**src/rtl/reg_hazard_unit.sv**
```systemverilog
// reg_hazard_unit: ARMv8 register-field decoder with a scoreboard-based RAW
// hazard detector. Decoded fields are registered one cycle after acceptance.
// Optional macro HAZ_FWD_EN: assume full forwarding, so only a load in slot[0]
// whose destination is read by the incoming instruction causes a stall.
module reg_hazard_unit #(
    parameter int PIPE_DEPTH = 3,
    parameter int ZERO_REG   = 31
) (
    input  logic        clk,
    input  logic        reset,
    input  logic        in_valid,
    input  logic [31:0] inst,
    output logic        in_ready,
    output logic        out_valid,
    output logic [4:0]  rm_addr,
    output logic [4:0]  rn_addr,
    output logic [4:0]  rd_addr,
    output logic        rm_used,
    output logic        rn_used,
    output logic        rd_used,
    output logic        rd_write,
    output logic        stall
);

    localparam logic [4:0] ZR = 5'(ZERO_REG);

`ifdef HAZ_FWD_EN
    // Forwarding covers everything except a load result needed next cycle.
    localparam bit                    LOAD_ONLY  = 1'b1;
    localparam logic [PIPE_DEPTH-1:0] CHECK_MASK = {{(PIPE_DEPTH-1){1'b0}}, 1'b1};
`else
    // Every slot except the one writing back this cycle blocks a reader.
    localparam bit                    LOAD_ONLY  = 1'b0;
    localparam logic [PIPE_DEPTH-1:0] CHECK_MASK = {1'b0, {(PIPE_DEPTH-1){1'b1}}};
`endif

    logic dec_rn_used, dec_rm_used, dec_rd_used, dec_rd_write, dec_is_load;

    // Instruction class decode; classes are tested in priority order.
    always_comb begin
        dec_rn_used  = 1'b0;
        dec_rm_used  = 1'b0;
        dec_rd_used  = 1'b0;
        dec_rd_write = 1'b0;
        dec_is_load  = 1'b0;
        if (inst[31:25] == 7'b1101011) begin
            dec_rn_used = 1'b1;
        end else if (inst[28:26] == 3'b100) begin
            dec_rd_used  = 1'b1;
            dec_rd_write = 1'b1;
            case (inst[25:23])
                3'b010, 3'b011, 3'b100, 3'b110: dec_rn_used = 1'b1;
                3'b111: begin
                    dec_rn_used = 1'b1;
                    dec_rm_used = 1'b1;
                end
                default: ;
            endcase
        end else if (inst[29:28] == 2'b11 && !inst[25]) begin
            dec_rn_used  = 1'b1;
            dec_rd_used  = 1'b1;
            dec_rd_write = inst[22];
            dec_is_load  = inst[22];
            dec_rm_used  = !inst[24] && inst[21] && (inst[11:10] == 2'b10);
        end else if (inst[27:25] == 3'b101) begin
            dec_rn_used  = 1'b1;
            dec_rd_used  = 1'b1;
            dec_rd_write = 1'b1;
            if (!inst[28]) begin
                dec_rm_used = 1'b1;
            end else begin
                dec_rm_used = ((inst[24:21] == 4'b0110) && !inst[30])
                           || ((inst[24:21] == 4'b0000) && (inst[15:10] == 6'd0))
                           || ((inst[24:21] == 4'b0010) && !inst[11])
                           ||  (inst[24:21] == 4'b0100)
                           ||   inst[24];
            end
        end
    end

    // Live read sources: used and not the zero register. A store reads rd.
    logic src_rn_live, src_rm_live, src_rd_live;
    assign src_rn_live = dec_rn_used && (inst[9:5] != ZR);
    assign src_rm_live = dec_rm_used && (inst[20:16] != ZR);
    assign src_rd_live = dec_rd_used && !dec_rd_write && (inst[4:0] != ZR);

    logic                  slot_valid_reg [PIPE_DEPTH];
    logic                  slot_load_reg  [PIPE_DEPTH];
    logic [4:0]            slot_addr_reg  [PIPE_DEPTH];
    logic [PIPE_DEPTH-1:0] slot_hit;
    logic                  hazard;
    logic                  accept;
    logic                  enter;

    assign hazard   = |(slot_hit & CHECK_MASK);
    assign in_ready = !reset && !hazard;
    assign accept   = in_valid && in_ready;
    assign stall    = in_valid && !in_ready;
    assign enter    = accept && dec_rd_write && (inst[4:0] != ZR);

    genvar gi;
    generate
        for (gi = 0; gi < PIPE_DEPTH; gi++) begin : g_slot
            assign slot_hit[gi] = slot_valid_reg[gi]
                && (slot_load_reg[gi] || !LOAD_ONLY)
                && ((src_rn_live && inst[9:5]   == slot_addr_reg[gi])
                 || (src_rm_live && inst[20:16] == slot_addr_reg[gi])
                 || (src_rd_live && inst[4:0]   == slot_addr_reg[gi]));

            if (gi == 0) begin : g_head
                // Slot 0 takes the accepted writer, or a bubble.
                always_ff @(posedge clk) begin
                    if (reset) begin
                        slot_valid_reg[0] <= 1'b0;
                        slot_load_reg[0]  <= 1'b0;
                        slot_addr_reg[0]  <= '0;
                    end else begin
                        slot_valid_reg[0] <= enter;
                        slot_load_reg[0]  <= enter && dec_is_load;
                        slot_addr_reg[0]  <= enter ? inst[4:0] : 5'd0;
                    end
                end
            end else begin : g_body
                // Older slots simply advance one stage per cycle.
                always_ff @(posedge clk) begin
                    if (reset) begin
                        slot_valid_reg[gi] <= 1'b0;
                        slot_load_reg[gi]  <= 1'b0;
                        slot_addr_reg[gi]  <= '0;
                    end else begin
                        slot_valid_reg[gi] <= slot_valid_reg[gi-1];
                        slot_load_reg[gi]  <= slot_load_reg[gi-1];
                        slot_addr_reg[gi]  <= slot_addr_reg[gi-1];
                    end
                end
            end
        end
    endgenerate

    // Registered decode outputs; non-accepted cycles present all zeros.
    always_ff @(posedge clk) begin
        if (reset) begin
            out_valid <= 1'b0;
            rn_used   <= 1'b0;
            rm_used   <= 1'b0;
            rd_used   <= 1'b0;
            rd_write  <= 1'b0;
            rn_addr   <= '0;
            rm_addr   <= '0;
            rd_addr   <= '0;
        end else begin
            out_valid <= accept;
            rn_used   <= accept && dec_rn_used;
            rm_used   <= accept && dec_rm_used;
            rd_used   <= accept && dec_rd_used;
            rd_write  <= accept && dec_rd_write;
            rn_addr   <= (accept && dec_rn_used) ? inst[9:5]   : 5'd0;
            rm_addr   <= (accept && dec_rm_used) ? inst[20:16] : 5'd0;
            rd_addr   <= (accept && dec_rd_used) ? inst[4:0]   : 5'd0;
        end
    end

endmodule

```
**config.mk**
```make
export PLATFORM = sky130hd
export DESIGN_NAME = reg_hazard_unit
export DESIGN_NICKNAME = d
export VERILOG_FILES = /design/src/rtl/reg_hazard_unit.sv
export SDC_FILE = /design/constraint.sdc
export NUM_CORES = 1
export LEC_CHECK = 0
export ABC_AREA = 1
export CAP_MARGIN = 10
export CORE_ASPECT_RATIO = 0.8
export CORE_MARGIN = 3
export CORE_UTILIZATION = 44
export DETAILED_ROUTE_END_ITERATION = 16
export GPL_TIMING_DRIVEN = 1
export PLACE_DENSITY = 0.79
export SLEW_MARGIN = 10
export SYNTH_ARGS = -nofsm -noshare
export SYNTH_HDL_FRONTEND = slang
export SYNTH_SLANG_ARGS = --single-unit
```
**constraint.sdc**
```tcl
create_clock -name clk -period 1.6 [get_ports clk]
set_input_delay 0.16 -clock clk [delete_from_list [all_inputs] [get_ports clk]]
set_output_delay 0.16 -clock clk [all_outputs]
set_load 0.05 [all_outputs]
```
==> impl_metrics.csv, run 1 <==
group,metric,value,unit
status,status,"finished with violations",
status,violations,"setup timing",
route,viasPerCell,4.77,
hold_path,min_path_type,"primary input to register",
critical_path,slowest_stage,"dfxtp_4",
route,vias,1707,
logic_synthesis,yosys-top-cells-area,"dfxtp_1, xor2_1, inv_1",
finish,finalNetCount,352,
clocking,cts_tree,"yes",
timing,finalSetupViolCount,28,
clocking,clock_sinks,32,
grt,grt_pass1_vias,1587,
grt,grt_pass1_wl,7390,µm
logic_synthesis,synth_ff_type,"dfxtp_1",
grt,grt_max_degree,10,
critical_path,critPathMaxStageDelay,380,ps
timing,fin_worst_skew,7.83,ps
floorplan,die_x,72.9,µm
timing,fin_crit_sh,132,%
logic_synthesis,netlist_instances,208,
timing,timing.slew.headroom,71.5,%
finish,n_fill_cell,175,
logic_synthesis,synthTopCellsByCount,"inv_1, dfxtp_1, nand2_1, nor2_1, xor2_1",
logic_synthesis,ys_seq_area_share,40.7,%
grt,overflow,0,
logic_synthesis,netlist.area_leader.share,40.7,%
timing,max_clock_freq,475,MHz
logic_synthesis,synth_nets,243,
critical_path,cp-end-kind,"primary output",
logic_synthesis,ys_ff_latch,32,
clocking,cts_max_level,2,
floorplan,core_area,3240,µm²
critical_path,cp.arrival,1950,ps
floorplan,row_count,18,
finish,drive_above_1_share,42.8,%
logic_synthesis,yosys_warnings,0,
timing,worst_hold_slack,284,ps
placement,place_ws,-652,ps
timing,hold_violations,0,
finish,regArea,663,µm²
grt,antenna_found_initial,0,
route,drtIter0Drc,95,
critical_path,path_buf_inv,3,
power,power,0.00190,W
route,drc,0,
timing,rsz0062_at_grt,"true",
placement,place_congestion,0.791,
critical_path,critPathMaxFanout,4,
logic_synthesis,yosys.area.top_type,"dfxtp_1",
logic_synthesis,synth-edff-count,0,
job,maxCapViolCount,0,
finish,largest_reg_flops,10,
finish,multi_input_area,930,µm²
logic_synthesis,synth.most_common_cell,"inv_1",
route,drt-total-wl,5220,µm
critical_path,worstSetupPathType,"register to primary output",
power,p_leak,1.50,nW
clocking,root_buffer,"clkbuf_8",
route,drtPass1Iterations,4,
logic_synthesis,async_flop_share,0,%
clocking,clockBufferDepth,2,
critical_path,worst_ep_required_time,1440,ps
finish,fin_util,86.2,%
clocking,ctsHoldBuffers,0,
critical_path,worstPathCellList,"inv_2 -> nand2_1 -> nand4_1 -> nor4_2 -> nand4_1 -> nand2_1 -> nand2_2 -> nand2_4 -> o21ai_2 -> inv_2 -> buf_12",
timing,setup_ws,-507,ps
finish,syn2layout_area_growth,77.6,%
route,wire_per_inst,14.6,µm
power,ir_drop,610,µV
placement,io_buffers,56,
placement,dp_hpwl,3440,µm
floorplan,die_area,4340,µm²
floorplan,die_h,59.5,µm
route,antenna_left,0,
logic_synthesis,syn_area_per_cell,7.57,µm²
clocking,cts_inserted_buffers,5,
timing,worstMarginPinSlew,427,ps
floorplan,num_io_pins,57,
grt,track_usage,22.8,%
critical_path,startpoint_type,"register",
logic_synthesis,netlist_area,1570,µm²
finish,diodes,0,
clocking,worst_skew_pair.late_latency,280,ps
timing,report.final.slew_viol_count,0,
timing,finalCriticalPeriod,2110,ps
clocking,clk_pin_slew,70,ps
critical_path,critPathTopFamily,"simple AND/OR/NAND/NOR gates",
logic_synthesis,ys_types,25,
power,p_per_area,680,nW/µm²
floorplan,start_util,48.5,%
==> area by class of cell <==
type | count | area share [%]
Multi-Input combinational cell | 132 | 33.3
Timing Repair Buffer | 102 | 32.1
Sequential cell | 32 | 23.7
Inverter | 44 | 5.91
Clock buffer | 8 | 3.22
Tap cell | 40 | 1.79
==> metal layers <==
| layer | part of all wire [%] | vias to the layer above | wire (µm) | global-route usage, % |
|---|---|---|---|---|
| met4 | 1.3 | 0 | 66 | 5.79 |
| met1 | 42 | 779 | 2170 | 29.5 |
| met2 | 50 | 62 | 2630 | 38.2 |
| met5 | 0 | - | 0 | 0 |
| met3 | 6.9 | 8 | 360 | 5.59 |
| li1 | - | 858 | - | - |
==> power breakdown <==
part / internal [W] / switching (W)
sequential: 0.000808 / 0.0000101
clock: 0.000350 / 0.000275
combinational: 0.000209 / 0.000249
==> through the flow <==
stage / instances / instance area [µm²] / TNS (ps)
4_1_cts: 357 / 2660 / -8930
3_5_place_dp: 343 / 2470 / -16970
2_1_floorplan: 208 / 1580 / -8.82
5_1_grt: 358 / 2800 / -11930
6_report: 358 / 2800 / -8770
3_3_place_gp: 343 / 2470 / -15640
==> kinds of logic after synthesis <==
| logic type | count (synthesis) | synth area share (%) |
|---|---|---|
| AND/OR/NAND/NOR | 104 | 33.2 |
| buffers and inverters | 44 | 10.5 |
| flip-flops | 32 | 40.7 |
| XOR/XNOR | 23 | 12.8 |
| AO/OA/AOI/OAI | 5 | 2.78 |
==> final timing paths <==
check                 startpoint                  end  slack [ps]  cells past startpoint
min                     inst[16]           rm_addr[0]         280                      4
max          slot_addr_reg[0][0]                stall        -510                     11
min reg2reg  slot_addr_reg[0][3]  slot_addr_reg[1][3]         480                      2
max reg2reg  slot_addr_reg[1][1]           rd_addr[3]        -330                     11
==> cells in the final DEF, fill, tap and decap left out, drive strengths merged <==
cell type      Yosys  layout
clkbuf             0       8
o211ai             1       1
clkdlybuf4s50      0       2
a21boi             2       2
buf                0      68
dlymetal6s2s       0      12
nor2              35      35
dfxtp             32      32
nor3               6       6
nand3             13      13
nand2             34      34
xor2              17      17
o21ai              2       2
or2                1       1
xnor2              6       6
inv               44      44
dlygate4sd2        0      20
nor4               6       6
nand4              9       9
==> worst register-to-register path, delay by kind of cell, from the launching register on <==
| kind | cells | cell delay, ps |
|---|---|---|
| AOI/OAI and AO/OA | 1 | 170 |
| xor gates and xnor gates | 1 | 150 |
| buffers and inverters | 3 | 310 |
| DFF | 1 | 360 |
| and+or+nand+nor | 6 | 830 |
==> timing repair <==
item | CTS | global route
gates cloned | 0 | 0
resized for setup | 45 | 44
setup buffers | 6 | 2
endpoints found under the setup margin | 28 | 28
pin swaps | 26 | 27
Note: power is estimated with default switching activity, not from simulation.
==> run 2, diff against run 1 <==
--- a/config.mk
+++ b/config.mk
@@ -12,6 +12,7 @@
 export CORE_UTILIZATION = 44
 export DETAILED_ROUTE_END_ITERATION = 16
 export GPL_TIMING_DRIVEN = 1
+export HOLD_SLACK_MARGIN = 0.1
 export PLACE_DENSITY = 0.79
 export SLEW_MARGIN = 10
 export SYNTH_ARGS = -nofsm -noshare
==> results of run 2 <==
Final layout, timing and power as in run 1 (identical DEF).
